## config.mk

```make
export PLATFORM = sky130hd
export DESIGN_NAME = irq_controller
export DESIGN_NICKNAME = d
export VERILOG_FILES = /design/src/rtl/cti8_irq_pkg.sv /design/src/rtl/irq_prio_enc.sv /design/src/rtl/irq_controller.sv
export SDC_FILE = /design/constraint.sdc
export NUM_CORES = 1
export LEC_CHECK = 0
export CAP_MARGIN = 40
export CELL_PAD_IN_SITES_DETAIL_PLACEMENT = 0
export CELL_PAD_IN_SITES_GLOBAL_PLACEMENT = 2
export CORE_UTILIZATION = 30
export CTS_CLUSTER_DIAMETER = 40
export DETAILED_ROUTE_END_ITERATION = 8
export GPL_TIMING_DRIVEN = 0
export PLACE_DENSITY = 0.83
export SYNTH_ARGS = -nofsm -noshare
export SYNTH_HDL_FRONTEND = slang
export SYNTH_SLANG_ARGS = --single-unit
```

## constraint.sdc

```tcl
create_clock -name clk -period 2.8 [get_ports clk]
set_input_delay 0.56 -clock clk [delete_from_list [all_inputs] [get_ports clk]]
set_output_delay 0.56 -clock clk [all_outputs]
set_load 0.01 [all_outputs]
```

## src/rtl/cti8_irq_pkg.sv

```systemverilog
// cti8_irq_pkg: shared state encoding and register map for the interrupt controller
package cti8_irq_pkg;
  typedef enum logic [1:0] {IDLE = 2'd0, ASSERT = 2'd1, SERVICE = 2'd2} state_t;
  localparam logic [1:0] A_MASK  = 2'd0;
  localparam logic [1:0] A_PEND  = 2'd1;
  localparam logic [1:0] A_VBASE = 2'd2;
  localparam logic [1:0] A_EOI   = 2'd3;
endpackage

```

## src/rtl/irq_prio_enc.sv

```systemverilog
// irq_prio_enc: fixed-priority encoder, lowest set index wins
module irq_prio_enc #(
  parameter int N = 4
) (
  input  logic [N-1:0] active,
  output logic         any,
  output logic [2:0]   idx
);
  always_comb begin
    any = |active;
    idx = '0;
    for (int i = N - 1; i >= 0; i--) if (active[i]) idx = 3'(i);
  end
endmodule

```

## src/rtl/irq_controller.sv

```systemverilog
// irq_controller: edge-latched, masked, fixed-priority interrupt controller with inta/EOI handshake
module irq_controller
  import cti8_irq_pkg::*;
#(
  parameter int N_SRC = 4,
  parameter int DW    = 8
) (
  input  logic             clk,
  input  logic             reset,
  input  logic [N_SRC-1:0] irq,
  input  logic             wr,
  input  logic             rd,
  input  logic [1:0]       addr,
  input  logic [DW-1:0]    din,
  output logic [DW-1:0]    dout,
  input  logic             inta,
  output logic             INT,
  output logic [DW-1:0]    vector
);
  logic [N_SRC-1:0] mask, pend, irq_q, active, w1c, ack_clr, pend_n;
  logic [DW-1:0] vbase;
  logic [2:0] isr_idx, idx;
  logic any, ack, eoi;
  state_t state, state_n;
  assign active = pend & mask;
  irq_prio_enc #(.N(N_SRC)) u_prio (.active(active), .any(any), .idx(idx));
  assign ack = inta && state == ASSERT && any;
  assign eoi = wr && addr == A_EOI;
  assign w1c = (wr && addr == A_PEND) ? din[N_SRC-1:0] : '0;
  assign ack_clr = ack ? N_SRC'(1) << idx : '0;
  assign pend_n = (pend & ~w1c & ~ack_clr) | (irq & ~irq_q);
  always_comb begin
    state_n = state == IDLE   ? (any ? ASSERT : IDLE) :
              state == ASSERT ? (ack ? SERVICE : any ? ASSERT : IDLE) :
              (eoi ? IDLE : SERVICE);
  end
  always_comb begin
    dout = !rd              ? '0 :
           addr == A_MASK   ? DW'(mask) :
           addr == A_PEND   ? DW'(pend) :
           addr == A_VBASE  ? vbase :
           {state, {(DW-5){1'b0}}, isr_idx};
  end
  always_ff @(posedge clk) begin
    if (reset) begin
      mask    <= '0;
      pend    <= '0;
      vbase   <= '0;
      irq_q   <= '0;
      INT     <= 1'b0;
      vector  <= '0;
      isr_idx <= '0;
      state   <= IDLE;
    end else begin
      irq_q <= irq;
      pend  <= pend_n;
      state <= state_n;
      INT   <= state_n == ASSERT;
      if (wr && addr == A_MASK) mask <= din[N_SRC-1:0];
      if (wr && addr == A_VBASE) vbase <= din;
      if (ack) begin
        vector  <= vbase + DW'(idx);
        isr_idx <= idx;
      end else if (inta && state != ASSERT) vector <= vbase + DW'(N_SRC);
    end
  end
endmodule

```

# ---- Yosys cells after proc, flatten, opt, wreduce, memory -nomap -nowiden
# Index checks and enable logic that the tools add are counted.
# W data, S select, Z words.
dict set report word_totals {
  register_bits 34
  in_bits 19
  elab_cells 53
}
dict set report classes {
  n_mux 17
  n_bitwise 8
  add_sub_neg 2
  n_shift 1
  n_reduce_logical 11
  n_eq_ne 6
}
# cell count
set ops {}
lappend ops {{$mux W8} 6}
lappend ops {{$and A4 B4 Y4} 4}
lappend ops {{$mux W2} 8}
lappend ops {{$not A4 Y4} 3}
lappend ops {{$add A8 B3 Y8} 1}
lappend ops {{$add A8 B3 Y8 const B} 1}
lappend ops {{$mux W4} 2}
lappend ops {{$logic_and A1 B1 Y1} 7}
lappend ops {{$eq A2 B1 Y1 const B} 3}
lappend ops {{$eq A2 B2 Y1 const B} 2}
lappend ops {{$logic_not A2 Y1} 2}
lappend ops {{$or A4 B4 Y4} 1}
lappend ops {{$reduce_or A4 Y1} 1}
lappend ops {{$shl A1 B3 Y4 const A} 1}
lappend ops {{$ne A2 B1 Y1 const B} 1}
lappend ops {{$reduce_bool A2 Y1} 1}
lappend ops {{$mux W1} 1}

# ---- Longest topological paths before layout
# Gate-level depths: netlist of the first run.
dict set report logic_depth {
  depth_word 10
  depth_mapped 10
  mapped_depth_nobuf 10
}

# ---- By module
# Synthesis of the first run repeated with hierarchy kept, for this count alone.
dict set report hier_totals {
  hier_cells 202
  hier_area_um2 1773.0
}
# mod instances cells_per_inst area_per_inst_um2
set by_module_without_submodules {}
lappend by_module_without_submodules {irq_controller 1 193 1726.7}
lappend by_module_without_submodules {irq_prio_enc 1 9 46.3}

# ---- Least setup slack after synthesis of the first run
# OpenSTA, ideal clock, no wires.
dict set report synth_path {
  path_type {reg2reg}
  from {register pend[3]}
  to {register vector[6]}
  slack_ns 0.755
  setup_time_ns 0.131
  path_stages_with_launch 10
  arrival_time_ns 1.913
  n_path_buf 0
  period_less_slack_ns 2.045
  cell_sequence {dfxtp_1 > a32o_1 > and2_1 > ha_1 > inv_1 > fa_1 > nand2_1 > o2bb2ai_1 > a2111oi_0 > nor3_1}
}
dict set report synth_between {
  elab_chain_cells 7
}
# element line_no
set synth_lines {}
lappend synth_lines {{start: declaration} irq_controller.sv:20} ;# logic [N_SRC-1:0] mask, pend, irq_q, active, w1c, ack_clr, pend_n;
lappend synth_lines {{start signal: assignment} irq_controller.sv:56} ;# pend <= pend_n;
lappend synth_lines {{$and A4 B4 Y4} irq_controller.sv:25} ;# assign active = pend & mask;
lappend synth_lines {{$mux W2 (4 in a row)} irq_prio_enc.sv:12} ;# for (int i = N - 1; i >= 0; i--) if (active[i]) idx = 3'(i);
lappend synth_lines {{net idx[0]} irq_controller.sv:22} ;# logic [2:0] isr_idx, idx;
lappend synth_lines {{$add A8 B3 Y8} irq_controller.sv:62} ;# vector <= vbase + DW'(idx);
lappend synth_lines {{$mux W8} irq_controller.sv:61} ;# if (ack) begin
lappend synth_lines {{end signal: assignment} irq_controller.sv:62}
lappend synth_lines {{end signal: assignment} irq_controller.sv:64} ;# end else if (inta && state != ASSERT) vector <= vbase + DW'(N_SRC);
lappend synth_lines {{end: declaration} irq_controller.sv:18} ;# output logic [DW-1:0] vector
# The timed path passes the listed nets, and every way through them passes these cells.
# A chain may end at the register's enable or synchronous reset.

# ---- Final worst setup path of the first run
dict set report layout_path {
  from {input port addr[0]}
  to {output port dout[1]}
}
dict set report layout_between {
  elab_chain_cells 5
}
# element line_no
set layout_lines {}
lappend layout_lines {{start: declaration} irq_controller.sv:13} ;# input logic [1:0] addr,
lappend layout_lines {{$eq A2 B2 Y1} irq_controller.sv:41} ;# addr == A_VBASE ? vbase :
lappend layout_lines {{$mux W8} irq_controller.sv:41}
lappend layout_lines {{$mux W8} irq_controller.sv:40} ;# addr == A_PEND ? DW'(pend) :
lappend layout_lines {{$mux W8 *} irq_controller.sv:39} ;# addr == A_MASK ? DW'(mask) :
lappend layout_lines {{$mux W8 *} irq_controller.sv:38} ;# dout = !rd ? '0 :
lappend layout_lines {{end: declaration} irq_controller.sv:15} ;# output logic [DW-1:0] dout,
# Mark *: on every way between the ends. The rest lies on a longest branch, timed or not.

==> results of run 1 <==
[power groups by stage]
stage               registers [µW]  clock network, µW  logic (µW)
floorplan                      522                  0        76.3
global placement               525                  0         144
detailed placement             525                  0         143
CTS                            514                378         145
global route                   518                399         163
finish                         515                369         146
[synthesized netlist by cell type (all sizes together) (2+ instances only)]
cell / number
a2111oi: 4
a211oi: 3
a21o: 3
a21oi: 18
a22o: 3
a22oi: 4
a311oi: 2
a31oi: 5
a32o: 2
and2: 5
and3: 2
buf: 5
clkbuf: 6
dfxtp: 33
ha: 3
inv: 9
mux2i: 8
mux4: 2
nand2: 23
nand3: 16
nor2: 13
nor2b: 7
nor3: 3
nor3b: 3
o21ai: 8
o2bb2ai: 2
or3: 2
[metrics by stage]
step / power [µW] / hold WS (ps) / setup TNS (ps)
final: 1030 / 466.7 / 0
after global routing: 1079 / 499.7 / 0
after CTS: 1037 / 470.1 / 0
after detailed placement: 668.6 / 448.6 / -595.8
after global placement: 668.7 / 449.7 / -635.2
after floorplan: 598.6 / 433.2 / 0
[per-layer routing]
metal  up-vias  global-route usage
li1        845                   -
met1       779              0.2292
met2        41              0.2730
met3         2             0.03103
met4         0             0.05455
met5         -                   0
[worst paths after layout]
path,start,endpoint,slack [ps]
worst max-delay path,addr[0],dout[1],110
worst min-delay path,irq_q[2],pend[2],470
worst max register to register,mask[1],vector[6],440
worst min register to register,irq_q[2],pend[2],470
[kinds of logic (layout without fill, tap and decap cells)]
kind of cell             after synthesis  after routing
XOR/XNOR                               1              1
buffers and inverters                 21             64
multiplexers                          10             10
AO/OA/AOI/OAI                         60             60
flip-flops                            33             33
AND/OR/NAND/NOR                       79             79
adder cells (fa/ha/maj)                4              4
[flip-flops by register name (all words and copies together) (netlist names)]
signal   cells
state        2
isr_idx      2
mask         4
INT          1
pend         4
vbase        8
irq_q        4
vector       8
[final cells by class]
| cell class | count | share of cell area |
|---|---|---|
| plain buffers | 11 | 0.02489 |
| clock buffers | 7 | 0.03734 |
| inverters | 10 | 0.01623 |
| multi-input cells | 154 | 0.4448 |
| flip-flops and latches | 33 | 0.2857 |
| well taps | 72 | 0.03896 |
| repair buffers | 36 | 0.1521 |
[worst max-delay path: stages]
cell and delay, ps:
dlygate4sd2_1 290, buf_6 150, mux4_2 480, and2_1 180, clkdlybuf4s50_1 470
[timing repair]
item / 4_1_cts / 5_1_grt
gates resized for setup: 3 / 2
setup endpoints to repair: 4 / 3
hold buffers: 0 / 0
buffers inserted: 0 / 3
==> qor.yml, run 1 <==
status: "completed"
dp.cells: 313
maxCapViolCount: 0
hold_class: "register to register"
portBuffers: 33
final_cell_mix: "dfxtp_1 (33), clkdlybuf4s50_1 (32), nand2_1 (23)"
p_clk_frac: 0.358
slew_headroom: 0.5344
critical_path_required_ps: 2240
async_flop_share: 0
cp_max_fo: 6
seqPwrFrac: 0.500
drv_slew: 0
clock_path_buffers: 2
yosys.area.top_type_share: 0.3718
clkSlewWorstSetupHoldPaths_ps: 70
io_pins: 36
p_switching_uw: 269.3
synth_area_leaders: "dfxtp_1 (37%), a21oi_1 (5.1%), nand2_1 (4.9%), mux2i_1 (4.5%), nand3_1 (4.5%)"
synth_edf_count: 0
dpl_cell_area_um2: 2197
grt_pass1_wl_um: 8100
synthesis.area_um2: 1777
vias_per_cell: 5.161
drc: 0
place_ws_ps: -347.2
crit_path_end_kind: "output port"
numCtsBuffers: 5
avgSynthCellArea_um2: 8.542
setup.worst_path.start_class: "input pin"
layoutNonFillerInstCount: 323
die_h_um: 78.96
core-area_um2: 5608
multi_input_area_um2: 1028
yosysSeqAreaShare: 0.3718
path_class: "input pin to output port"
hpwl_um: 3561
ys.flop_type: "dfxtp_1"
place.gp.congestion: 0.7629
grtUsageTotal: 0.1698
finalHoldViolCount: 0
swShare: 0.2615
start_util: 0.3168
initialDrtViolationCount: 58
ys_ff_latch: 33
setup_viol: 0
rows: 27
diodes: 0
synth_adder_area_share: 0.03239
rsz0062_at_grt: "false"
ff2ff_path_depth: 9
clk_latency_ps: 280
dieArea_um2: 6234
whs_path_depth: 2
syn_inst: 208
setup_ws_ps: 109.2
regArea_um2: 660.6
nNetsFinal: 274
cts-root-buf: "clkbuf_8"
tightest_slew_ps: 695.2
muxShareOfSynthArea: 0.07042
grt_max_degree: 11
syn2layout_area_growth_pct: 30.14
synth_top_cell_by_area: "dfxtp_1"
p_comb_frac: 0.142
cts_sinks: 33
min_period_ps: 2691
antenna_left: 0
yosysUniqueCellTypes: 47
ys_warn_count: 0
wl_per_cell_um: 15.00
layout-drive-gt1-share: 0.09960
synth_nets: 231
synth-simple-area-share: 0.2239
critPathArrivalTime_ps: 2130
cts_tree: "done"
fin_area_um2: 2312
fillers: 617
num_vias: 1667
fin_skew_ps: 3.183
antenna_found_initial: 0
dr.max_layer_used: "met4"
finalCritPeriodShare: 0.9610
synth_top_family_by_area: "compound AO/OA/AOI/OAI gates"
p_int_uw: 760.8
max_freq_ghz: 0.3716
synth_xor_area_frac: 0.004930
final_util: 0.4123
grt_pass1_vias: 1656
peakVddDrop_mv: 0.2191
drt-total-wl_um: 4844
final_common_cell: "dfxtp_1"
cts.htree.levels: 2
wl_met3_um: 180
synth_compound_area_frac: 0.2472
firstDrtPassIters: 4
die_w_um: 78.96
met2_length_um: 2171
gr-total-overflow: 0
wl_met1_um: 2457
power_density_nw_per_um2: 445.5
leakagePower_uw: 0.0008515
(Power assumes the default switching activity.)
==> run 2: changes to the inputs <==
==> constraint.sdc (replaced) <==
create_clock -name clk -period 2.95 [get_ports clk]
set_input_delay 0.59 -clock clk [delete_from_list [all_inputs] [get_ports clk]]
set_output_delay 0.59 -clock clk [all_outputs]
set_load 0.01 [all_outputs]
==> qor.yml, run 2 (same netlist as run 1, synthesis figures left out) <==
num_vias: 1643
grt_pass1_wl_um: 8100
cts.htree.levels: 2
worst_path_max_delay_cell: "mux4_2"
dieArea_um2: 6234
top_regs: "vbase x8, vector x8"
critPathArrivalTime_ps: 2220
met2_length_um: 2106
core-area_um2: 5608
finalSetupTns_ps: 0
peakVddDrop_mv: 0.2041
wl_met3_um: 176
power_density_nw_per_um2: 425.5
fin_area_um2: 2288
vias_per_cell: 5.134
cts-root-buf: "clkbuf_8"
dr.max_layer_used: "met4"
wl_met1_um: 2490
hold_start: "irq_q[2]"
finalCritPeriodShare: 0.9536
portBuffers: 33
gr-total-overflow: 0
finalHoldViolCount: 0
firstDrtPassIters: 4
numCtsBuffers: 5
postCtsHoldBufs: 0
hpwl_um: 3561
r2r-end: "vector[6]"
start_util: 0.3168
cp_max_fo: 10
wl_per_cell_um: 15.03
status: "completed"
dpl_cell_area_um2: 2197
whs_path_depth: 2
reg2reg_from: "mask[3]"
max_freq_ghz: 0.3555
cp_cell_sequence: "dlygate4sd2_1 -> buf_6 -> mux4_2 -> and2_1 -> clkdlybuf4s50_1"
hold_class: "register to register"
reg2reg_slack_ps: 600
final_cell_mix: "dfxtp_1 (33), clkdlybuf4s50_1 (32), nand2_1 (23)"
crit_path_end_kind: "output port"
path_class: "input pin to output port"
setup.worst_path.start_class: "input pin"
initialDrtViolationCount: 39
leakagePower_uw: 0.0008342
drt-total-wl_um: 4809
antenna_left: 0
cpPeakStageDelay_ps: 490
drv_slew: 0
rows: 27
io_pins: 36
setup_ws_ps: 136.8
rsz0062_at_grt: "false"
maxCapViolCount: 0
cts_setup_buffers: 0
grt_max_degree: 11
antenna_found_initial: 0
dp.cells: 313
layout-drive-gt1-share: 0.08468
crit_family: "buffers and inverters"
cp_num_buf_inv: 3
ff2ff_path_depth: 9
place_ws_ps: -257.2
cts_tree: "done"
die_w_um: 78.96
layoutNonFillerInstCount: 320
die_h_um: 78.96
diodes: 0
clock_path_buffers: 2
grtUsageTotal: 0.1698
tightest_slew_ps: 690.0
place.gp.congestion: 0.7629
min_period_ps: 2813
fin_skew_ps: 3.843
cts_sinks: 33
final_util: 0.4081
nNetsFinal: 271
syn2layout_area_growth_pct: 28.80
final_common_cell: "dfxtp_1"
clk_latency_ps: 280
hold_path_end: "pend[2]"
drc: 0
critical_path_required_ps: 2360
slew_headroom: 0.5378
setup_viol: 0
clkSlewWorstSetupHoldPaths_ps: 70
grt_pass1_vias: 1656
-- run 2: cell count changes in the layout (fill, tap and decap cells not counted), sizes merged --
cell and change:
buf -3
-- run 2: timing repair --
action | in CTS | in global routing
resized for setup | 3 | 0
endpoints found under the setup margin | 3 | 0
hold endpoints to repair | 0 | 0
-- run 2: metrics by stage --
step / hold slack, ps / total power, µW
floorplan: 433.2 / 568.2
global placement: 449.7 / 634.7
detailed placement: 448.6 / 634.6
CTS: 470.1 / 984.3
global route: 499.7 / 1021
finish: 466.8 / 973.8
-- run 2: cell type report --
type,count,area (µm²)
repair buffers,33,329.1
clock buffers,7,86.33
inverters,10,37.54
multi-input cells,154,1028
flip-flops and latches,33,660.6
fillers,620,3319
well taps,72,90.09
plain buffers,11,56.30
-- run 2: power breakdown --
group | total (µW) | internal (µW) | leakage (µW) | switching [µW]
sequential | 489 | 466 | 0.000270 | 22.7
combinational | 136 | 68.2 | 0.000520 | 67.4
clock | 350 | 185 | 0.0000443 | 164
total | 974 | 719 | 0.000834 | 254
-- run 2: worst reg2reg max path, cell delays in order, from the launching register on --
cell and delay, ps:
dfxtp_1 450, a32o_1 280, and2_1 150, ha_1 170
inv_1 60, fa_1 470, nand2_1 110, o2bb2ai_1 70
a2111oi_0 390, nor3_1 90
-- run 2: worst max path at each step --
stage                  from  depth (start not counted)      end  slack [ps]
floorplan           addr[0]                          3  dout[1]         870
global placement    addr[0]                          5  dout[1]        -250
detailed placement  addr[0]                          5  dout[1]        -260
CTS                 addr[0]                          5  dout[1]         130
global route        addr[1]                          7  dout[3]          10
finish              addr[0]                          5  dout[1]         140
-- run 2: layer usage --
metal | vias to the layer above | track usage
met5 | - | 0
met4 | 0 | 0.05455
met3 | 2 | 0.03103
met2 | 37 | 0.2730
met1 | 766 | 0.2292
li1 | 838 | -
==> run 3: changes to the inputs <==
--- a/config.mk
+++ b/config.mk
@@ -8,11 +8,12 @@
 export CAP_MARGIN = 40
 export CELL_PAD_IN_SITES_DETAIL_PLACEMENT = 0
 export CELL_PAD_IN_SITES_GLOBAL_PLACEMENT = 2
-export CORE_UTILIZATION = 30
+export CORE_UTILIZATION = 32
 export CTS_CLUSTER_DIAMETER = 40
 export DETAILED_ROUTE_END_ITERATION = 8
 export GPL_TIMING_DRIVEN = 0
-export PLACE_DENSITY = 0.83
+export PLACE_DENSITY = 0.87
 export SYNTH_ARGS = -nofsm -noshare
 export SYNTH_HDL_FRONTEND = slang
 export SYNTH_SLANG_ARGS = --single-unit
+export TNS_END_PERCENT = 10
==> constraint.sdc (replaced) <==
create_clock -name clk -period 3.6 [get_ports clk]
set_input_delay 0.72 -clock clk [delete_from_list [all_inputs] [get_ports clk]]
set_output_delay 0.72 -clock clk [all_outputs]
set_load 0.01 [all_outputs]
==> qor.yml, run 3 (same netlist as run 1, synthesis figures left out) <==
use_met3: 0.04671
ff2ff_path_depth: 9
final_cell_mix: "dfxtp_1 (33), clkdlybuf4s50_1 (33), nand2_1 (23)"
cts_resized: 0
p_comb_frac: 0.141
hold_start: "irq_q[2]"
cts_tree: "done"
use_met2: 0.2802
cts-root-buf: "clkbuf_8"
grt_pass1_vias: 1614
clkSlewWorstSetupHoldPaths_ps: 70
p_int_uw: 571.4
grt_max_degree: 11
io_pins: 36
fin_skew_ps: 3.886
firstDrtPassIters: 4
num_vias: 1662
gr-total-overflow: 0
finalCritPeriodShare: 0.9562
crit_path_end_kind: "output port"
rows: 26
rsz0062_at_grt: "false"
top_usage_layer: "met2"
layout-drive-gt1-share: 0.08835
drt-total-wl_um: 4850
drc: 0
critical_path_required_ps: 2880
clock_path_buffers: 2
clk_latency_ps: 280
peakVddDrop_mv: 0.1656
r2r-end: "vector[6]"
die_w_um: 76.52
top_regs: "vbase x8, vector x8"
postCtsHoldBufs: 0
start_util: 0.3392
p_switching_uw: 217.1
hold_class: "register to register"
finalSetupTns_ps: 0
place.gp.congestion: 0.8085
final_util: 0.4348
finalHoldViolCount: 0
path_class: "input pin to output port"
critPathArrivalTime_ps: 2720
cp_max_fo: 10
p_clk_frac: 0.350
maxCapViolCount: 0
swShare: 0.2753
crit_start: "addr[0]"
wl_per_cell_um: 15.20
status: "completed"
reg2reg_slack_ps: 1230
cts_setup_buffers: 0
hold_path_end: "pend[2]"
antenna_found_initial: 0
diodes: 0
cts.htree.levels: 2
reg2reg_from: "mask[1]"
tightest_slew_ps: 716.3
drv_slew: 0
met1_usage: 0.2422
setup_viol: 0
cts_sinks: 33
die_h_um: 76.52
portBuffers: 33
grtUsageTotal: 0.1792
max_freq_ghz: 0.2905
nNetsFinal: 271
setup.worst_path.start_class: "input pin"
core-area_um2: 5238
min_period_ps: 3442
whs_path_depth: 2
power_density_nw_per_um2: 346.2
syn2layout_area_growth_pct: 28.17
numCtsBuffers: 5
leakagePower_uw: 0.0008313
dieArea_um2: 5855
vias_per_cell: 5.210
initialDrtViolationCount: 72
grt_pass1_wl_um: 8162
seqPwrFrac: 0.509
antenna_left: 0
slew_headroom: 0.5202
hpwl_um: 3587
[run 3: per-stage QoR]
stage / instance area (µm²) / power (µW) / worst slack, ps / cells / hold slack, ps
2_1_floorplan: 1777 / 465.6 / 1263 / 208 / 433.2
3_3_place_gp: 2195 / 520.2 / 154.2 / 311 / 449.2
3_5_place_dp: 2195 / 521.0 / 142.7 / 311 / 449.5
4_1_cts: 2277 / 797.0 / 139.3 / 319 / 465.6
5_1_grt: 2277 / 826.7 / 73.09 / 319 / 479.7
6_report: 2277 / 788.5 / 157.8 / 319 / 468.5
[run 3: final cells by class]
type | count | area [µm²]
Fill cell | 567 | 2960
Multi-Input combinational cell | 154 | 1028
Sequential cell | 33 | 660.6
Timing Repair Buffer | 33 | 330.3
Tap cell | 70 | 87.58
Clock buffer | 6 | 72.57
Buffer | 11 | 50.05
Inverter | 10 | 37.54
Clock inverter | 2 | 10.01
[run 3: worst max-delay path by stage]
stage	end	slack, ps
finish	dout[1]	160
global route	dout[1]	70
CTS	dout[1]	140
detailed placement	dout[1]	140
global placement	dout[1]	150
floorplan	dout[1]	1260
[run 3: per-layer routing]
| layer | vias up | part of all wire |
|---|---|---|
| met2 | 34 | 0.45 |
| li1 | 841 | - |
| met1 | 785 | 0.51 |
| met3 | 2 | 0.038 |
| met4 | 0 | 0.0029 |
| met5 | - | 0 |
[run 3: power groups by stage]
stage / combinational [µW] / clock [µW] / sequential, µW
2_1_floorplan: 59.4 / 0 / 406
3_3_place_gp: 111 / 0 / 409
3_5_place_dp: 112 / 0 / 409
4_1_cts: 112 / 284 / 401
5_1_grt: 123 / 300 / 403
6_report: 111 / 276 / 401
[run 3: worst max-delay path: stages]
cell and delay [ps]:
clkdlybuf4s50_1 540, buf_2 290, mux4_2 520, and2_1 180
clkdlybuf4s50_1 470
